`config.mk`:
```
export PLATFORM = sky130hd
export DESIGN_NAME = fir_xifu_scoreboard_flat
export DESIGN_NICKNAME = d
export VERILOG_FILES = /design/src/rtl/fir_xifu_pkg.sv /design/src/rtl/fir_xifu_scoreboard_if.sv /design/src/rtl/fir_xifu_sb_entry.sv /design/src/rtl/fir_xifu_scoreboard.sv /design/src/flat_wrapper.sv
export SDC_FILE = /design/constraint.sdc
export NUM_CORES = 1
export LEC_CHECK = 0
export ABC_CLOCK_PERIOD_IN_PS = 15200
export CORE_UTILIZATION = 55
export CTS_CLUSTER_DIAMETER = 80
export DETAILED_ROUTE_END_ITERATION = 16
export HOLD_SLACK_MARGIN = 0.08
export PLACE_DENSITY = 0.95
export SYNTH_ARGS = -nofsm -noshare
export SYNTH_HDL_FRONTEND = slang
export SYNTH_SLANG_ARGS = --single-unit
```
`constraint.sdc`:
```
create_clock -name clk_i -period 15.2 [get_ports clk_i]
set_input_delay 3.8 -clock clk_i [delete_from_list [all_inputs] [get_ports clk_i]]
set_output_delay 3.8 -clock clk_i [all_outputs]
set_load 0.01 [all_outputs]
```
`src/rtl/fir_xifu_pkg.sv`:
```
// ---------------------------------------------------------------------------
// fir_xifu_pkg
// Shared definitions for the offload-ID scoreboard:
//   NUM_ID_DEFAULT : default number of tracked offload IDs
//   entry_state_e  : lifecycle state of one scoreboard entry
// ---------------------------------------------------------------------------
package fir_xifu_pkg;

    localparam int unsigned NUM_ID_DEFAULT = 16;

    typedef enum logic [1:0] {
        ST_FREE      = 2'd0,
        ST_ISSUED    = 2'd1,
        ST_COMMITTED = 2'd2,
        ST_KILLED    = 2'd3
    } entry_state_e;

endpackage

```
`src/rtl/fir_xifu_scoreboard_if.sv`:
```
// ---------------------------------------------------------------------------
// fir_xifu_scoreboard_if
// Issue/commit request bundle going from the core into the scoreboard.
//   issue_valid  : an instruction with issue_id was accepted by ID this cycle
//   issue_id     : ID of the issued instruction
//   commit_valid : core commit strobe
//   commit_id    : ID addressed by the commit
//   commit_kill  : commit is a kill (qualified by commit_valid)
// Modports: master (core side, drives) / slave (scoreboard side, receives).
// ---------------------------------------------------------------------------
interface fir_xifu_scoreboard_if
    import fir_xifu_pkg::*;
#(
    parameter int unsigned NUM_ID = NUM_ID_DEFAULT
);

    localparam int unsigned ID_W = $clog2(NUM_ID);

    logic            issue_valid;
    logic [ID_W-1:0] issue_id;
    logic            commit_valid;
    logic [ID_W-1:0] commit_id;
    logic            commit_kill;

    modport master (
        output issue_valid, issue_id, commit_valid, commit_id, commit_kill
    );

    modport slave (
        input issue_valid, issue_id, commit_valid, commit_id, commit_kill
    );

endinterface

```
`src/rtl/fir_xifu_sb_entry.sv`:
```
// ---------------------------------------------------------------------------
// fir_xifu_sb_entry
// Lifecycle FSM for a single offload ID (FREE/ISSUED/COMMITTED/KILLED).
// Ports:
//   clk_i, rst_ni : clock, asynchronous active-low reset
//   flush         : drop the entry, overrides everything else
//   clear         : entry retired in WB, returns it to FREE
//   commit        : effective (de-duplicated) commit addressed to this entry
//   kill          : the commit is a kill
//   issue         : an instruction with this ID was accepted by ID
//   issued        : registered, entry is not FREE
//   committed     : registered, entry is COMMITTED
//   killed        : registered, entry is KILLED
//   busy_next     : next-state is not FREE (feeds the outstanding count)
//   ex_commit     : combinational commit view for EX
//   err           : combinational protocol violation on this entry
// ---------------------------------------------------------------------------
module fir_xifu_sb_entry
    import fir_xifu_pkg::*;
(
    input  logic clk_i,
    input  logic rst_ni,
    input  logic flush,
    input  logic clear,
    input  logic commit,
    input  logic kill,
    input  logic issue,
    output logic issued,
    output logic committed,
    output logic killed,
    output logic busy_next,
    output logic ex_commit,
    output logic err
);

    entry_state_e state_q;
    entry_state_e state_d;

    // NOTE: state registers use non-blocking assignments so every entry
    // samples the same pre-edge values regardless of process ordering.
    always_ff @(posedge clk_i or negedge rst_ni) begin
        if (!rst_ni) begin
            state_q <= ST_FREE;
        end else begin
            state_q <= state_d;
        end
    end

    // NOTE: every output of this block is given a default first, so no path
    // through the if/else tree can leave a signal unassigned (no latch).
    always_comb begin
        state_d   = state_q;
        err       = 1'b0;
        ex_commit = 1'b0;

        if (flush) begin
            state_d = ST_FREE;
        end else if (clear) begin
            // A retiring ID may be handed out again in the same cycle.
            state_d = issue ? ST_ISSUED : ST_FREE;
        end else begin
            // The commit is judged against the pre-issue state, so an issue
            // and a commit to a FREE entry together leave it ISSUED + error.
            if (commit) begin
                if (state_q == ST_ISSUED) begin
                    state_d = kill ? ST_KILLED : ST_COMMITTED;
                end else begin
                    err = 1'b1;
                end
            end
            if (issue) begin
                if (state_q == ST_FREE) begin
                    state_d = ST_ISSUED;
                end else begin
                    err = 1'b1;
                end
            end
        end

        if (!flush && !clear) begin
            ex_commit = (commit && !kill && (state_q == ST_ISSUED))
                      || (state_q == ST_COMMITTED);
        end
    end

    assign busy_next = (state_d != ST_FREE);
    assign issued    = (state_q != ST_FREE);
    assign committed = (state_q == ST_COMMITTED);
    assign killed    = (state_q == ST_KILLED);

endmodule

```
`src/rtl/fir_xifu_scoreboard.sv`:
```
// ---------------------------------------------------------------------------
// fir_xifu_scoreboard
// Tracks the lifecycle of NUM_ID offload IDs between issue, commit and
// write-back retirement, and reports protocol violations.
// Parameters:
//   NUM_ID       : tracked IDs (power of two, 4..64)
//   DEDUP_COMMIT : ignore a commit repeating the previous cycle's commit ID
// Ports:
//   clk_i, rst_ni : clock, asynchronous active-low reset
//   xif           : issue/commit request bundle (slave modport)
//   clear_i       : per-ID retire from WB
//   flush_i       : synchronous flush of all entries
//   issued_o      : registered, entry not FREE
//   committed_o   : registered, entry COMMITTED
//   killed_o      : registered, entry KILLED
//   ex_commit_o   : combinational commit view for EX
//   outstanding_o : registered count of non-FREE entries
//   full_o        : registered, every entry busy
//   err_o         : registered one-cycle protocol-violation pulse
// ---------------------------------------------------------------------------
module fir_xifu_scoreboard
    import fir_xifu_pkg::*;
#(
    parameter int unsigned NUM_ID       = NUM_ID_DEFAULT,
    parameter bit          DEDUP_COMMIT = 1'b1,
    localparam int unsigned ID_W        = $clog2(NUM_ID),
    localparam int unsigned CNT_W       = $clog2(NUM_ID) + 1
) (
    input  logic                  clk_i,
    input  logic                  rst_ni,
    fir_xifu_scoreboard_if.slave  xif,
    input  logic [NUM_ID-1:0]     clear_i,
    input  logic                  flush_i,
    output logic [NUM_ID-1:0]     issued_o,
    output logic [NUM_ID-1:0]     committed_o,
    output logic [NUM_ID-1:0]     killed_o,
    output logic [NUM_ID-1:0]     ex_commit_o,
    output logic [CNT_W-1:0]      outstanding_o,
    output logic                  full_o,
    output logic                  err_o
);

    logic            hist_valid_q;
    logic [ID_W-1:0] hist_id_q;
    logic            commit_dup;
    logic            commit_eff;

    logic [NUM_ID-1:0] busy_next;
    logic [NUM_ID-1:0] entry_err;
    logic [CNT_W-1:0]  cnt_d;

    // The core may hold the commit strobe for more than one cycle; only the
    // first cycle of such a run counts as a real commit.
    assign commit_dup = DEDUP_COMMIT && hist_valid_q && (hist_id_q == xif.commit_id);
    assign commit_eff = xif.commit_valid && !commit_dup;

    always_ff @(posedge clk_i or negedge rst_ni) begin
        if (!rst_ni) begin
            hist_valid_q <= 1'b0;
            hist_id_q    <= '0;
        end else if (flush_i) begin
            hist_valid_q <= 1'b0;
        end else begin
            hist_valid_q <= xif.commit_valid;
            hist_id_q    <= xif.commit_id;
        end
    end

    for (genvar i = 0; i < NUM_ID; i++) begin : g_entry
        fir_xifu_sb_entry u_entry (
            .clk_i     (clk_i),
            .rst_ni    (rst_ni),
            .flush     (flush_i),
            .clear     (clear_i[i]),
            .commit    (commit_eff && (xif.commit_id == ID_W'(i))),
            .kill      (xif.commit_kill),
            .issue     (xif.issue_valid && (xif.issue_id == ID_W'(i))),
            .issued    (issued_o[i]),
            .committed (committed_o[i]),
            .killed    (killed_o[i]),
            .busy_next (busy_next[i]),
            .ex_commit (ex_commit_o[i]),
            .err       (entry_err[i])
        );
    end

    // CNT_W is one bit wider than ID_W, so NUM_ID itself is representable
    // and the count can never wrap.
    always_comb begin
        cnt_d = '0;
        for (int i = 0; i < NUM_ID; i++) begin
            cnt_d = cnt_d + CNT_W'(busy_next[i]);
        end
    end

    always_ff @(posedge clk_i or negedge rst_ni) begin
        if (!rst_ni) begin
            outstanding_o <= '0;
            full_o        <= 1'b0;
            err_o         <= 1'b0;
        end else begin
            outstanding_o <= cnt_d;
            full_o        <= (cnt_d == CNT_W'(NUM_ID));
            err_o         <= |entry_err;
        end
    end

endmodule

```
`src/flat_wrapper.sv`:
```
// flat-port wrapper written by rule: the top's interface ports become plain ports
module fir_xifu_scoreboard_flat import fir_xifu_pkg::*;
#(
    parameter int unsigned NUM_ID       = NUM_ID_DEFAULT,
    parameter bit          DEDUP_COMMIT = 1'b1,
    localparam int unsigned ID_W        = $clog2(NUM_ID),
    localparam int unsigned CNT_W       = $clog2(NUM_ID) + 1
)
  (clk_i, rst_ni, clear_i, flush_i, issued_o, committed_o, killed_o, ex_commit_o, outstanding_o, full_o, err_o, xif_issue_valid, xif_issue_id, xif_commit_valid, xif_commit_id, xif_commit_kill);
  fir_xifu_scoreboard_if #(.NUM_ID(NUM_ID)) xif_i ();
  input  logic clk_i;
  input  logic rst_ni;
  input  logic [NUM_ID-1:0] clear_i;
  input  logic flush_i;
  output logic [NUM_ID-1:0] issued_o;
  output logic [NUM_ID-1:0] committed_o;
  output logic [NUM_ID-1:0] killed_o;
  output logic [NUM_ID-1:0] ex_commit_o;
  output logic [CNT_W-1:0] outstanding_o;
  output logic full_o;
  output logic err_o;
  input wire logic [$bits(xif_i.issue_valid)-1:0] xif_issue_valid;
  input wire logic [$bits(xif_i.issue_id)-1:0] xif_issue_id;
  input wire logic [$bits(xif_i.commit_valid)-1:0] xif_commit_valid;
  input wire logic [$bits(xif_i.commit_id)-1:0] xif_commit_id;
  input wire logic [$bits(xif_i.commit_kill)-1:0] xif_commit_kill;
  assign xif_i.issue_valid = xif_issue_valid;
  assign xif_i.issue_id = xif_issue_id;
  assign xif_i.commit_valid = xif_commit_valid;
  assign xif_i.commit_id = xif_commit_id;
  assign xif_i.commit_kill = xif_commit_kill;
  fir_xifu_scoreboard #(.NUM_ID(NUM_ID), .DEDUP_COMMIT(DEDUP_COMMIT)) u_core (.clk_i(clk_i), .rst_ni(rst_ni), .xif(xif_i), .clear_i(clear_i), .flush_i(flush_i), .issued_o(issued_o), .committed_o(committed_o), .killed_o(killed_o), .ex_commit_o(ex_commit_o), .outstanding_o(outstanding_o), .full_o(full_o), .err_o(err_o));
endmodule
```
==> impl_metrics.tcl <==
set metrics [dict create \
    cts_buffer_depth 2 \
    hold_class "reg2reg" \
    max_stage_delay_ns 0.90 \
    vias 4065 \
    synth_nets 576 \
    yosys.area.top_type "dfrtp_1" \
    cpLargestDelayFamily "buffers and inverters" \
    nFillCells 630 \
    wl_per_cell_um 19.2 \
    path_clk_slew_ns 0.08 \
    grt_usage_pct 31.3 \
    rsz0062_at_grt "false" \
    cts_hold_buf 0 \
    cts_tree "done" \
    synth_xor_area_share_pct 2.00 \
    grt_max_degree 71 \
    rows 31 \
    crit_path_start_kind "input port" \
    grt_overflow_total 0 \
    port_buffers 100 \
    cp.required_ns 11.40 \
    total_power_mw 0.265 \
    synth-adder-area-share_pct 6.18 \
    power_density_nw_per_um2 54.3 \
    drc 0 \
    nets 596 \
    setup_violations 0 \
    cts_resized 0 \
    p_leak_nw 2.05 \
    grt_pass1_vias 3967 \
    avgSynthCellArea_um2 8.00 \
    synth.area.top_cells "dfrtp_1 (26%), buf_4 (11%), nor3_1 (6.6%)" \
    yosysWarnings 0 \
    routed_wl_um 12500 \
    drt-vias-per-instance 6.24 \
    path_class "in2out" \
    grt_pass1_wl_um 20200 \
    relSlewSlack_pct 32.6 \
    synth-async-reset-ratio_pct 100 \
    die_area_um2 8080 \
    netlist_area_um2 4250 \
    clk_latency_ns 0.30 \
    crit_arrival_ns 6.91 \
    ir_drop_mv 0.0459 \
    synth_top_family_by_area "simple AND/OR/NAND/NOR gates" \
    seq_area_um2 1100 \
    clock.fmax_mhz 93.3 \
    dr_wl_met3_um 1030 \
    synth_top_area_share_pct 25.9 \
    period_share_pct 70.5 \
    synth-seq-area-share_pct 25.9 \
    core-area_um2 7370 \
    die_h_um 89.9 \
    cp_num_buf_inv 4 \
    ant_nets 0 \
    hold_violations 0 \
    period_minus_slack_ns 10.71 \
    post-cts-setup-buffer-count 0 \
    drive_above_1_share_pct 8.70 \
    cts_root_buffer "clkbuf_8" \
    status "complete, no violations" \
    diodes 0 \
    synth_cell_types 55 \
    synth_edf_count 0 \
    cpMaxStageDelayCell "clkdlybuf4s50_1" \
    crit_path_end_kind "primary output" \
    crit_top_cell "clkdlybuf4s50_1" \
    met2_length_um 5900 \
    gp_congestion 0.948 \
    synthCells 531 \
    synth-seq-cells 44 \
    skew_ns 0.00971 \
    synth_top_flop_cell "dfrtp_1" \
    tightest_slew_ns 1.01 \
    dp_hpwl_um 9570 \
    yosys.area_share.simple_pct 30.9 \
    cts_buffers 5 \
    synth_compound_area_share_pct 18.1 \
    io-pin-count 101 \
    start_util_pct 57.7 \
    muxShareOfSynthArea_pct 0.795 \
    dr.first_iter.drc_count 477 \
    top_layer_used "met4" \
    maxSlewViolCount 0 \
    htreeDepth 2 \
    multi_input_area_um2 2460 \
    setup_tns_ns 0 \
    clock-sinks 44 \
    die_w_um 89.9 \
    crit_fanout 19 \
    max-cap-violations 0 \
    syn_to_final_growth_pct 15.0 \
    routedLengthMet1_um 5030 \
    path_cells "clkdlybuf4s50_1, inv_1, a41oi_1, buf_4, and2_1, a31oi_1, nor3_1, clkdlybuf4s50_1" \
    antenna_found_initial 0 \
    dr.pass1.iters 6 \
]
-- registers in the layout (all words and copies together), names as in the netlist --
name / flops
u_core.hist_valid_q: 1
u_core.g_entry.u_entry.state_q: 32
u_core.full_o: 1
u_core.hist_id_q: 4
u_core.outstanding_o: 5
u_core.err_o: 1
-- worst min-delay path: cells and delay by family (launching register included) --
kind	cells	cell delay (ns)
AND/OR/NAND/NOR	1	0.05
flip-flops	1	0.36
AO/OA/AOI/OAI	1	0.06
-- area by class of cell --
cell class | count | share of cell area (%)
clock buffer | 6 | 1.49
clock inverter | 2 | 0.717
inverter | 21 | 1.61
multi-input combinational | 376 | 50.4
sequential | 44 | 22.5
tap | 99 | 2.54
timing repair buffer | 103 | 20.7
-- worst paths after layout --
kind | from | to | slack (ns) | cells after the start
min in group asynchronous | rst_ni | u_core.outstanding_o[3]$_DFF_PN0_ | 3.67 | 1
worst max register to register | u_core.hist_id_q[3]$_DFFE_PN0N_ | u_core.full_o$_DFF_PN0_ | 8.81 | 18
max in group asynchronous | rst_ni | u_core.g_entry[8].u_entry.state_q[0]$_DFF_PN0_ | 10.91 | 1
worst min register to register | u_core.hist_id_q[1]$_DFFE_PN0N_ | u_core.hist_id_q[1]$_DFFE_PN0N_ | 0.50 | 2
worst min-delay path | u_core.hist_id_q[1]$_DFFE_PN0N_ | u_core.hist_id_q[1]$_DFFE_PN0N_ | 0.50 | 2
worst max-delay path | xif_commit_id[1] | ex_commit_o[15] | 4.49 | 8
-- layer usage --
metal / vias up / global-route usage, %
met1: 1913 / 40.0
li1: 1867 / -
met4: 0 / 14.7
met3: 37 / 5.33
met2: 248 / 51.8
met5: - / 0
-- cells by family (layout without fill, tap and decap cells) --
| family | count (synthesis) | in the layout |
|---|---|---|
| flip-flops | 44 | 44 |
| multiplexers | 3 | 3 |
| AND/OR/NAND/NOR | 247 | 247 |
| XOR/XNOR | 8 | 8 |
| buffers and inverters | 111 | 132 |
| AO/OA/AOI/OAI | 103 | 103 |
| adder cells (fa/ha/maj) | 15 | 15 |
-- power breakdown --
part	switching (mW)	internal, mW
Sequential	0.00280	0.119
Clock	0.0416	0.0488
Combinational	0.0326	0.0199
-- cells in the mapped netlist (3+ instances only) --
cell type,n
o21bai_1,3
nor3_1,56
o221ai_1,5
a41oi_1,6
and2_1,24
a31oi_1,30
nand2_1,14
fa_1,10
nor4_1,6
ha_1,5
buf_4,65
nor2_1,64
nor2b_1,21
mux2_2,3
and3_1,4
buf_6,3
nand4_1,3
or2_2,21
xnor2_1,4
nand2b_1,7
nand3_1,10
and3b_1,3
buf_2,3
clkbuf_1,18
a21oi_1,15
inv_1,21
a21o_1,4
a31o_2,5
o311ai_0,4
o41ai_1,8
o32ai_1,4
dfrtp_1,44
o21a_1,5
-- stage by stage --
stage          utilization [%]  cells  cell area [µm²]  setup WS, ns  hold slack, ns
2_1_floorplan                -    531             4250          6.13           0.458
3_3_place_gp              64.8    643             4780          4.68           0.512
3_5_place_dp              64.8    643             4780          4.54           0.484
4_1_cts                   66.3    651             4890          4.53           0.505
5_1_grt                   66.3    651             4890          4.32           0.568
6_report                  66.3    651             4890          4.49           0.505
-- layout by cell type, fill, tap and decap left out, types with 3 or more instances in the layout --
master,count
nand2_1,14
and3_1,4
clkdlybuf4s50_1,98
fa_1,10
and2_1,24
o21bai_1,3
nor4_1,6
a31oi_1,30
or2_2,21
nor2_1,64
xnor2_1,4
dfrtp_1,44
o21a_1,5
a21oi_1,15
nand3_1,10
nor2b_1,21
nand2b_1,7
a21o_1,4
nor3_1,56
ha_1,5
and3b_1,3
nand4_1,3
inv_1,21
o311ai_0,4
mux2_2,3
clkbuf_8,5
a41oi_1,6
a31o_2,5
o32ai_1,4
o41ai_1,8
o221ai_1,5
buf_4,3
Power figures use the tool's default switching activity.
==> RTL edit (same settings) <==
Set the package constant `NUM_ID_DEFAULT` to 32 (it was 16).
--- a/src/rtl/fir_xifu_pkg.sv
+++ b/src/rtl/fir_xifu_pkg.sv
@@ -8,3 +8,3 @@
 
-    localparam int unsigned NUM_ID_DEFAULT = 16;
+    localparam int unsigned NUM_ID_DEFAULT = 32;
 
Interface: changed (8 resized); port bits go from 101 to 184. The function was not compared with the original's and may differ.
==> RTL edit against the original RTL <==
Design area rose by 86%. Synthesized area rose by 84%. Clock power rose to 2.8 times the old value. Clock skew fell by 0.0011 ns. Non-clock buffer count rose by 86. Synthesized cell count rose by 85%. Utilization fell by 0.92 points. Sequential cell count rose by 34. Setup slack got worse by 0.59 ns. Routed wire length rose by 110%. First-iteration DRC count rose by 120%. Total power rose by 110%.
==> RTL edit: results (changes against the original RTL) <==
registers with the most flip-flops u_core.g_entry.u_entry.state_q: 64 flops, u_core.outstanding_o: 6 flops, u_core.hist_id_q: 5 flops; Critical path origin xif_commit_id[2]; worst hold margin 0.5363 ns (+0.03140 ns); first-pass GRT wire length 39850 microns (+98%); placed cell area 8731 sq um (+83%); clk_skew 0.008652 ns (-0.001058 ns); clock root buffer clkbuf_16; worst-case vdd ir drop 0.00005329 V (+16%); Syn Area/Cell 7.995 sq um (about the same); Via Count 7764 (+91%); Placer Congestion 0.9999 (+5.5%); Syn. warnings 0 (unchanged); sequential cell power 213 uW (+75%); crit path capture u_core.full_o$_DFF_PN0_; top post-synthesis cells by area dfrtp_1, buf_4, fa_1; R2R Setup Slk 7.83 ns (-0.98 ns); slowest stage delay, CP 0.84 ns (-0.06 ns); post-DR wirelength/cell 21.91 microns (+14%); Worst-path clk slew 0.06 ns (-0.02 ns); post-DP HPWL 19530 microns (+100%); Num CTS Buffers 9 (+4); Placed Cells 1174 (+83%); Power Density 60.35 nW/um^2 (+11%); register area share after synthesis 0.2491 (-0.01001); largest net degree at the start of global routing 79 (+11%); Reg2Reg Depth 23 (+5); family with the most delay on the worst path adder cells; nets 1085 (+82%); H-tree levels 3 (+1); filler instances 1142 (+81%); 1st-iter DRT viols 1057 (+120%); start of the worst register-to-register path u_core.hist_id_q[2]$_DFFE_PN0N_; Avg Vias per Cell 6.519 (+4.4%); number of port buffers 183 (+83%); top cells by count, synth buf_4, nor2_1, dfrtp_1, nor3_1, a31oi_1; Synth cell types 74 (+35%); share of cells above drive strength 1 0.09693 (+0.009977); Clk Latency, worst-skew pair 0.36 ns (+0.06 ns); Leak 3.745 nW (+83%); pre-CTS setup slack 3.622 ns (-0.9139 ns); status finished clean; Comb power 83.2 uW (+58%); internal power 400.0 uW (+110%); GRT Util Overall 0.3597 (+0.04646); syn nets 1059 (+84%); min-delay src u_core.hist_id_q[2]$_DFFE_PN0N_; worst-margin pin slew 1.054 ns (+0.04511 ns); hold depth 1 (-1)
RTL edit: cell families (layout without fill, tap and decap cells):
group / after synthesis / after routing / share of synthesized area
compound gates: 204 / 204 / 0.1822
xor+xnor: 7 / 7 / 0.008784
fa+ha+maj: 31 / 31 / 0.07154
buf+inv: 212 / 243 / 0.1706
flops: 78 / 78 / 0.2491
mux: 5 / 5 / 0.007186
simple gates: 443 / 443 / 0.3106
RTL edit: final cells by class:
| cell class | instances | area (sq um) | area share |
|---|---|---|---|
| clock inverter | 6 | 110.1 | 0.01213 |
| clock buffer | 10 | 229.0 | 0.02523 |
| tap | 180 | 225.2 | 0.02482 |
| multi-input combinational | 690 | 4547 | 0.5010 |
| sequential | 78 | 1952 | 0.2151 |
| inverter | 38 | 142.6 | 0.01572 |
| timing repair buffer | 189 | 1869 | 0.2060 |
RTL edit: routing by layer:
layer	wire, microns	GRT usage	vias up
met2	11840	0.5522	656
met3	3228	0.08130	110
met4	1176	0.1860	0
li1	-	-	3381
met5	0	0	-
met1	9856	0.4721	3617
